[config.mk]
export PLATFORM = sky130hd
export DESIGN_NAME = ram_req_port_flat
export DESIGN_NICKNAME = d
export VERILOG_FILES = /design/src/rtl/ram_req_port_if.sv /design/src/rtl/ram_req_port.sv /design/src/flat_wrapper.sv
export SDC_FILE = /design/constraint.sdc
export NUM_CORES = 1
export LEC_CHECK = 0
export BUFFER_PORTS_ARGS = -buffer_cell sky130_fd_sc_hd__buf_2
export CORE_AREA = 2 2 123 89
export CTS_BUF_LIST = sky130_fd_sc_hd__clkbuf_16
export DETAILED_ROUTE_END_ITERATION = 10
export DIE_AREA = 0 0 125 91
export HOLD_SLACK_MARGIN = 0.03
export PLACE_DENSITY = 0.82
export SETUP_SLACK_MARGIN = 0.4
export SYNTH_ARGS = -nofsm -noshare
export SYNTH_HDL_FRONTEND = slang
export SYNTH_SLANG_ARGS = --single-unit
[constraint.sdc]
create_clock -name clk -period 5.6 [get_ports clk]
set_clock_uncertainty 0.05 [all_clocks]
set_input_delay 0.28 -clock clk [delete_from_list [all_inputs] [get_ports clk]]
set_output_delay 0.28 -clock clk [all_outputs]
set_load 0.1 [all_outputs]
[src/rtl/ram_req_port_if.sv]
// Request/response bundle between a requester and ram_req_port.
// Both channels use valid/ready: a transfer happens on a rising clk edge where valid & ready are both high;
// valid may not wait for ready, and the payload is only meaningful while valid is high.
interface ram_req_port_if #(
    parameter int AW = 10,
    parameter int NB = 4
);
    logic              req_valid;
    logic              req_ready;
    logic              req_we;
    logic [NB-1:0]     req_be;
    logic [AW-1:0]     req_addr;
    logic [NB*8-1:0]   req_wdata;
    logic              rsp_valid;
    logic              rsp_ready;
    logic [NB*8-1:0]   rsp_data;

    modport master (
        output req_valid, req_we, req_be, req_addr, req_wdata, rsp_ready,
        input  req_ready, rsp_valid, rsp_data
    );

    modport slave (
        input  req_valid, req_we, req_be, req_addr, req_wdata, rsp_ready,
        output req_ready, rsp_valid, rsp_data
    );
endinterface

[src/rtl/ram_req_port.sv]
// Front-end for a 2-cycle-latency byte-write RAM: drives the RAM port, tracks in-flight reads and
// buffers read data in a credit-protected response FIFO. Define RAM_REQ_PORT_STATS_EN for wr_cnt/rd_cnt.
module ram_req_port #(
    parameter int AW        = 10,
    parameter int NB        = 4,
    parameter int RSP_DEPTH = 4
) (
    input  logic              clk,
    input  logic              rst,
    ram_req_port_if.slave     bus,
    output logic [NB-1:0]     ram_we,
    output logic [AW-1:0]     ram_addr,
    output logic [NB*8-1:0]   ram_din,
    input  logic [NB*8-1:0]   ram_dout
`ifdef RAM_REQ_PORT_STATS_EN
    ,
    output logic [31:0]       wr_cnt,
    output logic [31:0]       rd_cnt
`endif
);
    localparam int DW = NB * 8;
    localparam int PW = $clog2(RSP_DEPTH);
    localparam int CW = PW + 1;
    localparam int OW = PW + 2;

    logic            r_rd_p1;
    logic            r_rd_p2;
    logic [PW-1:0]   r_wr_ptr;
    logic [PW-1:0]   r_rd_ptr;
    logic [CW-1:0]   r_count;
    logic [DW-1:0]   r_mem [RSP_DEPTH];

    logic [OW-1:0]   w_outstanding;
    logic            w_credit;
    logic            w_accept;
    logic            w_rd_acc;
    logic            w_wr_acc;
    logic            w_push;
    logic            w_pop;
    logic            w_rsp_valid;

    // A read only gets a credit if its datum is guaranteed a FIFO slot when it leaves the RAM pipeline.
    assign w_outstanding = OW'(r_count) + OW'(r_rd_p1) + OW'(r_rd_p2);
    assign w_credit      = w_outstanding < OW'(RSP_DEPTH);
    assign bus.req_ready = ~rst & (bus.req_we | w_credit);

    assign w_accept    = bus.req_valid & bus.req_ready;
    assign w_rd_acc    = w_accept & ~bus.req_we;
    assign w_wr_acc    = w_accept & bus.req_we;
    assign w_push      = r_rd_p2;
    assign w_rsp_valid = (r_count != '0);
    assign w_pop       = w_rsp_valid & bus.rsp_ready;

    assign ram_addr = bus.req_addr;
    assign ram_din  = bus.req_wdata;
    assign ram_we   = w_wr_acc ? bus.req_be : '0;

    assign bus.rsp_valid = w_rsp_valid;
    assign bus.rsp_data  = r_mem[r_rd_ptr];

    always_ff @(posedge clk) begin
        if (rst) begin
            r_rd_p1  <= 1'b0;
            r_rd_p2  <= 1'b0;
            r_wr_ptr <= '0;
            r_rd_ptr <= '0;
            r_count  <= '0;
        end else begin
            r_rd_p1 <= w_rd_acc;
            r_rd_p2 <= r_rd_p1;
            if (w_push) r_wr_ptr <= r_wr_ptr + 1'b1;
            if (w_pop)  r_rd_ptr <= r_rd_ptr + 1'b1;
            r_count <= r_count + CW'(w_push) - CW'(w_pop);
            assert (!(w_push && !w_pop && (r_count == CW'(RSP_DEPTH))));
        end
    end

    // Storage needs no reset; only entries between the pointers are ever visible.
    always_ff @(posedge clk) begin
        if (w_push && !rst) r_mem[r_wr_ptr] <= ram_dout;
    end

`ifdef RAM_REQ_PORT_STATS_EN
    logic [31:0] r_wr_cnt;
    logic [31:0] r_rd_cnt;

    always_ff @(posedge clk) begin
        if (rst) begin
            r_wr_cnt <= '0;
            r_rd_cnt <= '0;
        end else begin
            if (w_wr_acc) r_wr_cnt <= r_wr_cnt + 32'd1;
            if (w_rd_acc) r_rd_cnt <= r_rd_cnt + 32'd1;
        end
    end

    assign wr_cnt = r_wr_cnt;
    assign rd_cnt = r_rd_cnt;
`endif
endmodule

[src/flat_wrapper.sv]
// flat-port wrapper written by rule: the top's interface ports become plain ports
module ram_req_port_flat 
#(
    parameter int AW        = 10,
    parameter int NB        = 4,
    parameter int RSP_DEPTH = 4
)
  (clk, rst, ram_we, ram_addr, ram_din, ram_dout, bus_req_valid, bus_req_we, bus_req_be, bus_req_addr, bus_req_wdata, bus_rsp_ready, bus_req_ready, bus_rsp_valid, bus_rsp_data);
  ram_req_port_if #(.AW(AW), .NB(NB)) bus_i ();
  input  logic clk;
  input  logic rst;
  output logic [NB-1:0] ram_we;
  output logic [AW-1:0] ram_addr;
  output logic [NB*8-1:0] ram_din;
  input  logic [NB*8-1:0] ram_dout;
  input wire logic [$bits(bus_i.req_valid)-1:0] bus_req_valid;
  input wire logic [$bits(bus_i.req_we)-1:0] bus_req_we;
  input wire logic [$bits(bus_i.req_be)-1:0] bus_req_be;
  input wire logic [$bits(bus_i.req_addr)-1:0] bus_req_addr;
  input wire logic [$bits(bus_i.req_wdata)-1:0] bus_req_wdata;
  input wire logic [$bits(bus_i.rsp_ready)-1:0] bus_rsp_ready;
  output wire logic [$bits(bus_i.req_ready)-1:0] bus_req_ready;
  output wire logic [$bits(bus_i.rsp_valid)-1:0] bus_rsp_valid;
  output wire logic [$bits(bus_i.rsp_data)-1:0] bus_rsp_data;
  assign bus_i.req_valid = bus_req_valid;
  assign bus_i.req_we = bus_req_we;
  assign bus_i.req_be = bus_req_be;
  assign bus_i.req_addr = bus_req_addr;
  assign bus_i.req_wdata = bus_req_wdata;
  assign bus_i.rsp_ready = bus_rsp_ready;
  assign bus_req_ready = bus_i.req_ready;
  assign bus_rsp_valid = bus_i.rsp_valid;
  assign bus_rsp_data = bus_i.rsp_data;
  ram_req_port #(.AW(AW), .NB(NB), .RSP_DEPTH(RSP_DEPTH)) u_core (.clk(clk), .rst(rst), .bus(bus_i), .ram_we(ram_we), .ram_addr(ram_addr), .ram_din(ram_din), .ram_dout(ram_dout));
endmodule
**Word-level counts from Yosys, hierarchy flattened**

Memory sizes are Yosys's and may differ from the RTL's. A register that Yosys moved wholly into a read port is not among the register bits.
Index checks and enable logic that the tools add are counted.
W data, S select, Z words.

- Add/subtract/negate cells: 6
- Magnitude comparators: 1
- Mux-type cells: 5
- Bitwise operators: 8
- Reduce and logical (&&, ||, !) cells: 3

Operator list:

| cell | number |
|---|---|
| $and A1 B1 Y1 | 5 |
| $add A2 B1 Y2 const B | 2 |
| $add A3 B1 Y4 | 1 |
| $add A4 B1 Y4 | 1 |
| $lt A4 B3 Y1 const B | 1 |
| $mux W2 | 2 |
| $mux W4 | 1 |
| $add A3 B1 Y3 | 1 |
| $reduce_bool A3 Y1 | 1 |
| $sub A3 B1 Y3 | 1 |
| $mux W1 | 2 |
| $not A1 Y1 | 2 |
| $logic_and A1 B1 Y1 | 1 |
| $logic_not A1 Y1 | 1 |
| $or A1 B1 Y1 | 1 |

- Flip-flop bits (word level): 9
- Bits in writable memories: 128
- Input bits: 83
- Output and inout bits: 80
- Logic and storage cells: 29
- Memories kept: 1

Memory list:

| name | words | bits a word | rd ports | clocked after Yosys merged registers in | wr ports | line | text |
|---|---|---|---|---|---|---|---|
| u_core.r_mem | 4 | 32 | 1 | 1 | 1 | ram_req_port.sv:31 | `logic [DW-1:0] r_mem [RSP_DEPTH];` |

**Longest topological paths before layout**

- Depth in word-level cells: 8
- Mapped depth: 7
- Depth with buffers taken out: 7

**Worst setup path before layout**

OpenSTA, ideal clock, no wires.

- Path kind: reg2out
- Start point: register u_core.r_rd_p2
- End point: output port bus_req_ready
- Arrival: 2.725 ns
- Required time: 5.270 ns
- Setup slack: 2.545 ns
- Stages on the path, launching flop included: 5
- Path buffers: 0
- Cells stage by stage: dfxtp_1 -> ha_1 -> a21oi_1 -> or4b_4 -> a31oi_1

- Cells in the longest elaborated chain, start to end: 4

RTL lines:

| item | line | text |
|---|---|---|
| start, declared | ram_req_port.sv:27 | `logic r_rd_p2;` |
| start signal, assigned | ram_req_port.sv:70 | `r_rd_p2 <= r_rd_p1;` |
| $add A4 B1 Y4 | ram_req_port.sv:43 | `assign w_outstanding = OW'(r_count) + OW'(r_rd_p1) + OW'(r_rd_p2);` |
| $lt A4 B3 Y1 | ram_req_port.sv:44 | `assign w_credit = w_outstanding < OW'(RSP_DEPTH);` |
| $or A1 B1 Y1 | ram_req_port.sv:45 | `assign bus.req_ready = ~rst & (bus.req_we \| w_credit);` |
| $and A1 B1 Y1 | ram_req_port.sv:45 |  |
| end, declared | flat_wrapper.sv:22 | `output wire logic [$bits(bus_i.req_ready)-1:0] bus_req_ready;` |

No other way between the ends.

==> results.toml <==
[outcome]
status = "completed"

[worst_setup_path]
reg2reg_depth = 3
worstSetupStartpointType = "register"
worstSetupEndpointType = "primary output"
required_ns = 5.27
crit_fanout = 26
path_delay_family = "buffers and inverters"
critPathKind = "register to primary output"
ff2ff_setup_slack_ns = 3.61
cp_cell_sequence = "buf_4 > mux4_2 > buf_2"
critPathSlowestCell = "mux4_2"
worstReg2RegEnd = "u_core.r_mem[3][13]$_DFFE_PP_"
timing.rr.start = "u_core.r_rd_p2$_SDFF_PP0_"
crit_cells = 3
slowest_delay_ns = 0.60
crit_end = "bus_rsp_data[3]"
cp_data_arrival_time_ns = 2.29
crit_buf_inv = 2

[finish]
fin_nets = 429
mostFrequentLayoutCells = "edfxtp_1, buf_2, mux4_2"
fin_area_um2 = 6510
layout_commonest_cell = "edfxtp_1"
diodes = 0
layout-drive-gt1-share_pct = 43.1
area_growth_pct = 18.0

[clocking]
cts_buffer_depth = 2
numCtsBuffers = 17
cts_tree = "built"
clock-sinks = 139
clockRootBuffer = "clkbuf_16"
cts.clk_slew.worst_paths_ns = 0.06
clk_latency_ns = 0.40
cts_setup_buffers = 0
h-tree-depth = 4

[floorplanning]
die_area_um2 = 11400
core_um2 = 10200
initial_utilization_pct = 54.3
die_w_um = 125
fp.dieH_um = 91
ios = 163
placementRows = 31

[global_routing]
antenna_found_initial = 1
grt_usage_pct = 18.1
gr-total-overflow = 0
grt_pass1_wl_um = 15100
grt_max_degree = 33
grt_pass1_vias = 2776

[route]
vias = 2618
drt_iter0_markers = 169
dr.pass1.iters = 4
route.detailed.drc = 0
wl_per_cell_um = 20.2
drt_wl_total_um = 9730
viasPerCell = 5.43
drtAntennaViolNets = 0

[timing]
slew_headroom_pct = 40.4
fin_ws_ns = 2.98
setup_viol = 0
fmaxAchievable_mhz = 382
min_period_ns = 2.62
hold_viol_final = 0
fin_tns_setup_ns = 0
worst_pin_slew_ns = 0.894
finalCritPeriodShare_pct = 46.8
grt_setup_unrepaired = "false"
drv_slew = 0

[place]
pre_cts_ws_ns = 3.35
postPlaceCellArea_um2 = 5730
dp_hpwl_um = 5780
place.gp.congestion = 0.675
port_buffers = 78

[yosys]
synth_nets = 363
syn_area_per_cell_um2 = 20.3
synth.ff_latch_count = 139
syn_inst = 271
ys_seq_area_share_pct = 73.7
synthDistinctLibCells = 25
yosysWarnings = 0
synthesis.area_um2 = 5510

[power]
power_switching_mw = 1.20
swShare_pct = 36.5
seq_power_share_pct = 36.4
p_int_mw = 2.10
pwr-share-comb_pct = 29.8
irDropWorstVdd_mv = 0.240
leakage_nw = 2.26
p_clk_share_pct = 33.8
total_power_mw = 3.30
pwr_density_cell_nw_per_um2 = 507

[flow_run]
drv_cap = 0

[min_path]
hp-class = "primary input to register"
## flip-flops by register name, indices dropped and copies added (netlist names), named ones only
name,count
u_core.r_count,3
u_core.r_mem,128
u_core.r_rd_p1,1
u_core.r_rd_p2,1
u_core.r_rd_ptr,2
u_core.r_wr_ptr,2
## layer usage
layer | vias up | global-route usage (%) | part of all wire (%)
li1 | 1160 | - | -
met1 | 1346 | 23.3 | 43
met2 | 86 | 27.3 | 48
met3 | 24 | 8.01 | 6.6
met4 | 2 | 7.50 | 1.7
met5 | - | 0 | 0.13
## synthesized netlist by cell type, drive strengths merged
| cell type | n | area share [%] |
|---|---|---|
| edfxtp | 128 | 70 |
| nor3 | 1 | 0.091 |
| xnor2 | 2 | 0.32 |
| a31oi | 1 | 0.11 |
| mux2i | 1 | 0.18 |
| o311ai | 1 | 0.16 |
| o21bai | 1 | 0.14 |
| mux4 | 32 | 13 |
| xor2 | 2 | 0.32 |
| inv | 8 | 0.54 |
| clkbuf | 2 | 0.14 |
| nor2b | 3 | 0.34 |
| or4b | 1 | 0.25 |
| dfxtp | 11 | 4.0 |
| o31a | 1 | 0.18 |
| and2 | 8 | 0.91 |
| or3 | 1 | 0.14 |
| ha | 8 | 1.8 |
| a2111oi | 1 | 0.27 |
| buf | 48 | 6.3 |
| nor2 | 8 | 0.54 |
| a21oi | 1 | 0.091 |
| fa | 1 | 0.36 |
## worst reg2reg max path, stage by stage, from the launching register on
cell and delay, ns:
dfxtp_1 0.43, inv_1 0.10, nor2_1 0.23, and2_2 0.79
## worst min path at each step
stage                                    end                       from  cells after the start
6_report        u_core.r_mem[2][0]$_DFFE_PP_                ram_dout[0]                      1
5_1_grt        u_core.r_mem[2][10]$_DFFE_PP_               ram_dout[10]                      1
4_1_cts        u_core.r_mem[2][13]$_DFFE_PP_               ram_dout[13]                      1
3_5_place_dp       u_core.r_rd_p1$_SDFF_PP0_                 bus_req_we                      2
3_3_place_gp       u_core.r_rd_p2$_SDFF_PP0_  u_core.r_rd_p1$_SDFF_PP0_                      1
2_1_floorplan      u_core.r_rd_p1$_SDFF_PP0_                 bus_req_we                      1
## kinds of logic after synthesis
group | after synthesis | share of synthesized area (%)
AOI/OAI and AO/OA | 6 | 0.953
xor gates and xnor gates | 4 | 0.635
adders and majority gates | 9 | 2.18
DFF | 139 | 73.7
muxes | 33 | 13.3
and+or+nand+nor | 22 | 2.27
buffers and inverters | 58 | 7.01
## final cells by class
class,instances,area [µm²]
clock buffer,17,425
clock inverter,15,173
fill,705,3660
inverter,8,30.0
multi-input combinational,74,1070
sequential,139,4070
tap,132,165
timing repair buffer,97,578
## power groups by stage
stage               Clock, mW  Combinational, mW  Sequential [mW]
floorplan                   0               1.02             1.19
global placement            0              0.969             1.22
detailed placement          0              0.978             1.22
CTS                      1.13              0.988             1.20
global route             1.18               1.02             1.21
finish                   1.11              0.983             1.20
## what timing repair did
item / CTS / global route
endpoints found under the hold margin: 35 / 19
resized for setup: 0 / 0
hold buffers: 12 / 6
## per-stage QoR
step	hold slack, ns	std cells	util, %
6_report	0.0478	482	64.0
5_1_grt	0.0337	482	64.0
4_1_cts	0.0302	476	63.4
3_5_place_dp	0.420	432	56.4
3_3_place_gp	0.398	432	56.4
2_1_floorplan	0.299	271	-
Note: power is estimated with default switching activity, not from simulation.
